<file path="src/rtl/heart_life_ctrl.sv">
// -----------------------------------------------------------------------------
// heart_life_ctrl
// Player health controller. It owns the heart count shown by the HUD and
// applies damage and heal requests. After a hit it opens an invincibility
// window, counted in video frames, and blinks the player sprite while that
// window is open. It raises game-over when the last heart is lost.
//
// Parameters:
//   MAX_HEART  - hearts after reset/restart (1..3)
//   INV_FRAMES - invincibility window length in frame ticks (1..255)
//   BLINK_HALF - frame ticks per blink half-period (1..255)
//
// Ports:
//   clk        in   system (pixel) clock, rising edge
//   reset      in   synchronous active-high reset
//   frame_tick in   one-cycle pulse per video frame
//   hit        in   damage request (level, sampled every cycle)
//   heal       in   +1 heart request (level, sampled every cycle)
//   restart    in   return to full health from any state
//   num_heart  out  registered heart count (0..3)
//   hit_ack    out  one-cycle pulse when a hit is applied
//   invincible out  high while the invincibility window is open
//   blink_off  out  sprite hide flag, only ever high while invincible
//   game_over  out  high once all hearts are lost
// -----------------------------------------------------------------------------
module heart_life_ctrl #(
  parameter int MAX_HEART  = 3,
  parameter int INV_FRAMES = 90,
  parameter int BLINK_HALF = 6
) (
  input  logic       clk,
  input  logic       reset,
  input  logic       frame_tick,
  input  logic       hit,
  input  logic       heal,
  input  logic       restart,
  output logic [1:0] num_heart,
  output logic       hit_ack,
  output logic       invincible,
  output logic       blink_off,
  output logic       game_over
);

  localparam logic [1:0] MAX_H      = 2'(MAX_HEART);
  localparam logic [7:0] INV_LOAD   = 8'(INV_FRAMES);
  localparam logic [7:0] BLINK_LAST = 8'(BLINK_HALF - 1);

  typedef enum logic [1:0] {
    ST_ALIVE = 2'd0,
    ST_INV   = 2'd1,
    ST_DEAD  = 2'd2
  } state_t;

  state_t     state_r, state_s;
  logic [1:0] heart_r, heart_s;
  logic [7:0] inv_cnt_r, inv_cnt_s;
  logic [7:0] blink_cnt_r, blink_cnt_s;
  logic       blink_off_r, blink_off_s;
  logic       hit_ack_r, hit_ack_s;
  logic       invincible_r, invincible_s;
  logic       game_over_r, game_over_s;
  logic [1:0] heal_sat_s;

  // Saturating +1 used by both ALIVE and INVINCIBLE heal paths.
  always_comb begin
    if (heart_r < MAX_H) begin
      heal_sat_s = heart_r + 2'd1;
    end else begin
      heal_sat_s = heart_r;
    end
  end

  // State register plus all registered datapath values and outputs.
  always_ff @(posedge clk) begin
    if (reset) begin
      state_r      <= ST_ALIVE;
      heart_r      <= MAX_H;
      inv_cnt_r    <= 8'd0;
      blink_cnt_r  <= 8'd0;
      blink_off_r  <= 1'b0;
      hit_ack_r    <= 1'b0;
      invincible_r <= 1'b0;
      game_over_r  <= 1'b0;
    end else begin
      state_r      <= state_s;
      heart_r      <= heart_s;
      inv_cnt_r    <= inv_cnt_s;
      blink_cnt_r  <= blink_cnt_s;
      blink_off_r  <= blink_off_s;
      hit_ack_r    <= hit_ack_s;
      invincible_r <= invincible_s;
      game_over_r  <= game_over_s;
    end
  end

  // Next-state logic; restart overrides every other request.
  always_comb begin
    state_s = state_r;
    if (restart) begin
      state_s = ST_ALIVE;
    end else begin
      case (state_r)
        ST_ALIVE: begin
          if (hit) begin
            if (heart_r > 2'd1) begin
              state_s = ST_INV;
            end else begin
              state_s = ST_DEAD;
            end
          end else begin
            state_s = ST_ALIVE;
          end
        end
        ST_INV: begin
          // The tick that consumes the last window frame closes the window.
          if (frame_tick && (inv_cnt_r == 8'd1)) begin
            state_s = ST_ALIVE;
          end else begin
            state_s = ST_INV;
          end
        end
        ST_DEAD: begin
          state_s = ST_DEAD;
        end
        default: begin
          state_s = ST_ALIVE;
        end
      endcase
    end
  end

  // Next values for hearts, counters and flag outputs.
  always_comb begin
    heart_s     = heart_r;
    inv_cnt_s   = inv_cnt_r;
    blink_cnt_s = blink_cnt_r;
    blink_off_s = blink_off_r;
    hit_ack_s   = 1'b0;
    if (restart) begin
      heart_s     = MAX_H;
      inv_cnt_s   = 8'd0;
      blink_cnt_s = 8'd0;
      blink_off_s = 1'b0;
    end else begin
      case (state_r)
        ST_ALIVE: begin
          if (hit) begin
            // Hit wins over a same-cycle heal; the heal is simply dropped.
            hit_ack_s   = 1'b1;
            blink_cnt_s = 8'd0;
            blink_off_s = 1'b0;
            if (heart_r > 2'd1) begin
              heart_s   = heart_r - 2'd1;
              inv_cnt_s = INV_LOAD;
            end else begin
              heart_s   = 2'd0;
              inv_cnt_s = 8'd0;
            end
          end else if (heal) begin
            heart_s = heal_sat_s;
          end else begin
            heart_s = heart_r;
          end
        end
        ST_INV: begin
          if (heal) begin
            heart_s = heal_sat_s;
          end else begin
            heart_s = heart_r;
          end
          if (frame_tick) begin
            inv_cnt_s = inv_cnt_r - 8'd1;
            if (inv_cnt_r == 8'd1) begin
              // Leaving the window: sprite must be visible again.
              blink_cnt_s = 8'd0;
              blink_off_s = 1'b0;
            end else if (blink_cnt_r >= BLINK_LAST) begin
              blink_cnt_s = 8'd0;
              blink_off_s = ~blink_off_r;
            end else begin
              blink_cnt_s = blink_cnt_r + 8'd1;
            end
          end else begin
            inv_cnt_s = inv_cnt_r;
          end
        end
        ST_DEAD: begin
          heart_s = heart_r;
        end
        default: begin
          heart_s     = MAX_H;
          inv_cnt_s   = 8'd0;
          blink_cnt_s = 8'd0;
          blink_off_s = 1'b0;
        end
      endcase
    end
  end

  // Mode flags follow the state being entered so they register with it.
  always_comb begin
    invincible_s = (state_s == ST_INV);
    game_over_s  = (state_s == ST_DEAD);
  end

  assign num_heart  = heart_r;
  assign hit_ack    = hit_ack_r;
  assign invincible = invincible_r;
  assign blink_off  = blink_off_r;
  assign game_over  = game_over_r;

endmodule

</file>
<file path="config.mk">
export PLATFORM = sky130hd
export DESIGN_NAME = heart_life_ctrl
export DESIGN_NICKNAME = d
export VERILOG_FILES = /design/src/rtl/heart_life_ctrl.sv
export SDC_FILE = /design/constraint.sdc
export NUM_CORES = 1
export LEC_CHECK = 0
export BUFFER_PORTS_ARGS = -buffer_cell sky130_fd_sc_hd__buf_2
export CORE_UTILIZATION = 40
export DETAILED_ROUTE_END_ITERATION = 10
export SYNTH_ARGS = -nofsm -noshare
export SYNTH_HDL_FRONTEND = slang
export SYNTH_SLANG_ARGS = --single-unit
</file>
<file path="constraint.sdc">
create_clock -name clk -period 1.71 [get_ports clk]
set_clock_uncertainty 0.1 [all_clocks]
set_input_delay 0.171 -clock clk [delete_from_list [all_inputs] [get_ports clk]]
set_output_delay 0.171 -clock clk [all_outputs]
set_load 0.01 [all_outputs]
</file>
==> flow_summary_export.csv <==
group,metric,value,unit
grt,overflow,0,
layout,diodes,0,
synth,ys_ff_latch,24,
placed_design,numPortBuffers,11,
floorplan,die_y,58.60,um
clock_tree,h-tree-depth,1,
floorplan,pin_count,12,
critical_path,path_buf_inv,2,
grt,grt_first_pass_wirelength,4671,um
clock_tree,ctsLongestPathBuffers,2,
layout,nets,179,
layout,drive_above_1_share,28.74,%
clock_tree,cts-root-buf,"clkbuf_4",
timing,hold_viol_final,0,
synth,yosysTopAreaCellShare,37.50,%
routing,drcViolationCount,0,
critical_path,r2r-start,"inv_cnt_r[1]",
synth,avgSynthCellArea,8.657,sq um
power_and_ir_drop,leakage,0.5825,nW
clock_tree,cts_tree,"done",
synth,synth-simple-area-share,24.41,%
synth,yosysMostFrequentCell,"dfxtp_1",
critical_path,end_kind,"flop",
floorplan,die_x,58.60,um
timing,tightest_slew,401.1,ps
timing,rsz0062_at_grt,"yes",
clock_tree,insertion_delay,320,ps
timing,finalSetupViolCount,0,
critical_path,cp.arrival,1840,ps
routing,drtIter0Drc,22,
critical_path,path_delay_family,"compound AO/OA/AOI/OAI gates",
timing,fin_setup_tns,0,ps
placed_design,dp_hpwl,1987,um
routing,dr.pass1.iters,4,
grt,grt_max_degree,21,
hold_path,hp-start,"reset",
synth,synthFlopType,"dfxtp_1",
synth,synth-async-reset-ratio,0,%
synth,synthTopCellsByCount,"dfxtp_1 (24), a21oi_1 (14), nor2_1 (12)",
critical_path,r2r_cells,7,
routing,wire_per_inst,13.14,um
power_and_ir_drop,peakVddDrop,436.5,uV
critical_path,path_class,"reg2reg",
synth,synth_top_family_by_area,"simple AND/OR/NAND/NOR gates",
grt,grt_pass1_vias,1034,
critical_path,required,1870,ps
synth,synth_edf_count,0,
critical_path,cp-start-kind,"flop",
clock_tree,clk_pin_slew,130,ps
synth,ys_types,46,
critical_path,r2r_setup_slack,30,ps
critical_path,crit_slowest_cell,"a221oi_4",
synth,synthTopCellsByArea,"dfxtp_1 (38%), a21oi_1 (5.5%), ha_1 (4.9%)",
hold_path,hold_depth,4,
routing,vias,1117,
synth,yosys.area_share.adder,4.883,%
floorplan,coreArea,3053,sq um
power_and_ir_drop,pwr_density_cell,694.1,nW/um^2
critical_path,critical-path-max-stage-delay,380,ps
synth,ys_seq_area_share,37.50,%
placed_design,dp.cells,206,
synth,synthMuxAreaShare,2.344,%
floorplan,die_area,3433,sq um
placed_design,gp_congestion,0.8078,
grt,grt_use_total,17.80,%
routing,viasPerCell,5.294,
job,drv_cap,0,
hold_path,hold-path-endpoint,"blink_off",
synth,syn_nets,159,
floorplan,row_count,20,
timing,min_period,1680,ps
timing,fin_crit_sh,98.24,%
floorplan,start_util,41.97,%
timing,relSlewSlack,73.26,%
clock_tree,postCtsHoldBufs,0,
clock_tree,cts.sinks,24,
clock_tree,cts_inserted_buffers,3,
timing,timing.fmax,595.3,MHz
critical_path,path_cells,"inv_2, ha_4, nor4b_4, buf_4, a221oi_4, nand4_1, a21oi_1",
timing,slew_viol_final,0,
layout,synthToLayoutAreaGrowth,20.61,%
synth,syn_inst,148,
layout,fin_cells,211,
synth,synthXorXnorAreaFrac,3.418,%
hold_path,hold_class,"in2reg",
grt,antenna_found_initial,0,
synth,syn-cell-area,1281,sq um
synth,synth_compound_area_share,22.66,%
critical_path,regToRegEndpoint,"blink_cnt_r[1]",
critical_path,cp_max_fo,4,
routing,final_antenna_net_count,0,
synth,synth-warning-count,0,
routing,drt_wl_total,2772,um
layout,num-fill-cells,318,
status,status,"finished, final reports clean",
synth,synth_area_leader_cell,"dfxtp_1",
## logic make-up (layout without fill, tap and decap cells)
group	after synthesis	in the layout
compound gates	39	39
xor+xnor	5	5
fa+ha+maj	5	5
buf+inv	14	33
flops	24	24
mux	3	3
simple gates	58	58
## through the flow
step	area [sq um]	total power (W)	worst slack, ps	hold slack, ps	utilization, %
after floorplan	1281	0.0007220	110.3	261.9	-
after global placement	1428	0.0007685	-68.15	359.8	46.76
after detailed placement	1428	0.0007722	-79.62	367.8	46.76
after CTS	1473	0.001078	3.805	32.99	48.24
after global routing	1545	0.001136	-32.39	46.18	50.61
final	1545	0.001073	30.13	43.54	50.61
## cells in the final DEF (no fill, tap or decap), drive strengths merged, types with 2 or more instances in the layout
master	n
nor3b	2
nor3	9
nor2	14
a31oi	2
xnor2	5
or2	3
o21ai	6
nand3	2
buf	21
and3	3
clkbuf	4
a41o	2
mux2i	3
inv	8
nand2	10
nor2b	2
nand4	4
nand2b	2
a211oi	3
a21oi	15
ha	5
dfxtp	24
## flip-flops by register name (all words and copies together), names as in the netlist
signal,flops
hit_ack,1
num_heart,2
state_r,2
game_over,1
blink_off,1
blink_cnt_r,8
invincible,1
inv_cnt_r,8
## routing by layer
layer	part of all wire [%]	track usage, %	up-vias	wire length, um
met2	47	29.23	17	1304
met5	0	0	-	0
met1	49	23.10	529	1362
li1	-	-	569	-
met3	2.9	4.615	2	81
met4	0.87	5.102	0	24
## worst min-delay path, cell delays in order
cell and delay (ps):
buf_2 80, nor2_1 60, nand2_1 60, mux2i_1 50
## timing repair
| action | 4_1_cts | 5_1_grt |
|---|---|---|
| gates resized for setup | 1 | 15 |
| pin swaps | 2 | 10 |
| endpoints found under the setup margin | 5 | 11 |
| setup buffers | 0 | 1 |
| cloned | 0 | 0 |
## cell type report
type	instances	area (sq um)	share of cell area [%]
Tap cell	44	55.05	3.563
Clock buffer	4	36.28	2.348
Sequential cell	24	483.0	31.26
Inverter	8	30.03	1.943
Multi-Input combinational cell	110	810.8	52.47
Timing Repair Buffer	21	130.1	8.421
## where the power goes
part | switching [W] | internal (W) | total [W] | leakage (nW)
Sequential | 0.0000135 | 0.000574 | 0.000587 | 0.196
Combinational | 0.000105 | 0.0000825 | 0.000188 | 0.366
Clock | 0.000167 | 0.000130 | 0.000298 | 0.0210
## worst max path at each step
stage                               from             end  slack (ps)  cells past startpoint
final                       inv_cnt_r[1]  blink_cnt_r[1]          30                      7
after detailed placement    inv_cnt_r[0]       blink_off         -80                      5
after global placement      inv_cnt_r[0]       blink_off         -70                      5
after floorplan               state_r[0]    inv_cnt_r[1]         110                      6
after global routing        inv_cnt_r[1]  blink_cnt_r[0]         -30                      7
after CTS                 blink_cnt_r[1]  blink_cnt_r[7]           4                      6
Note: power is estimated with default switching activity, not from simulation.
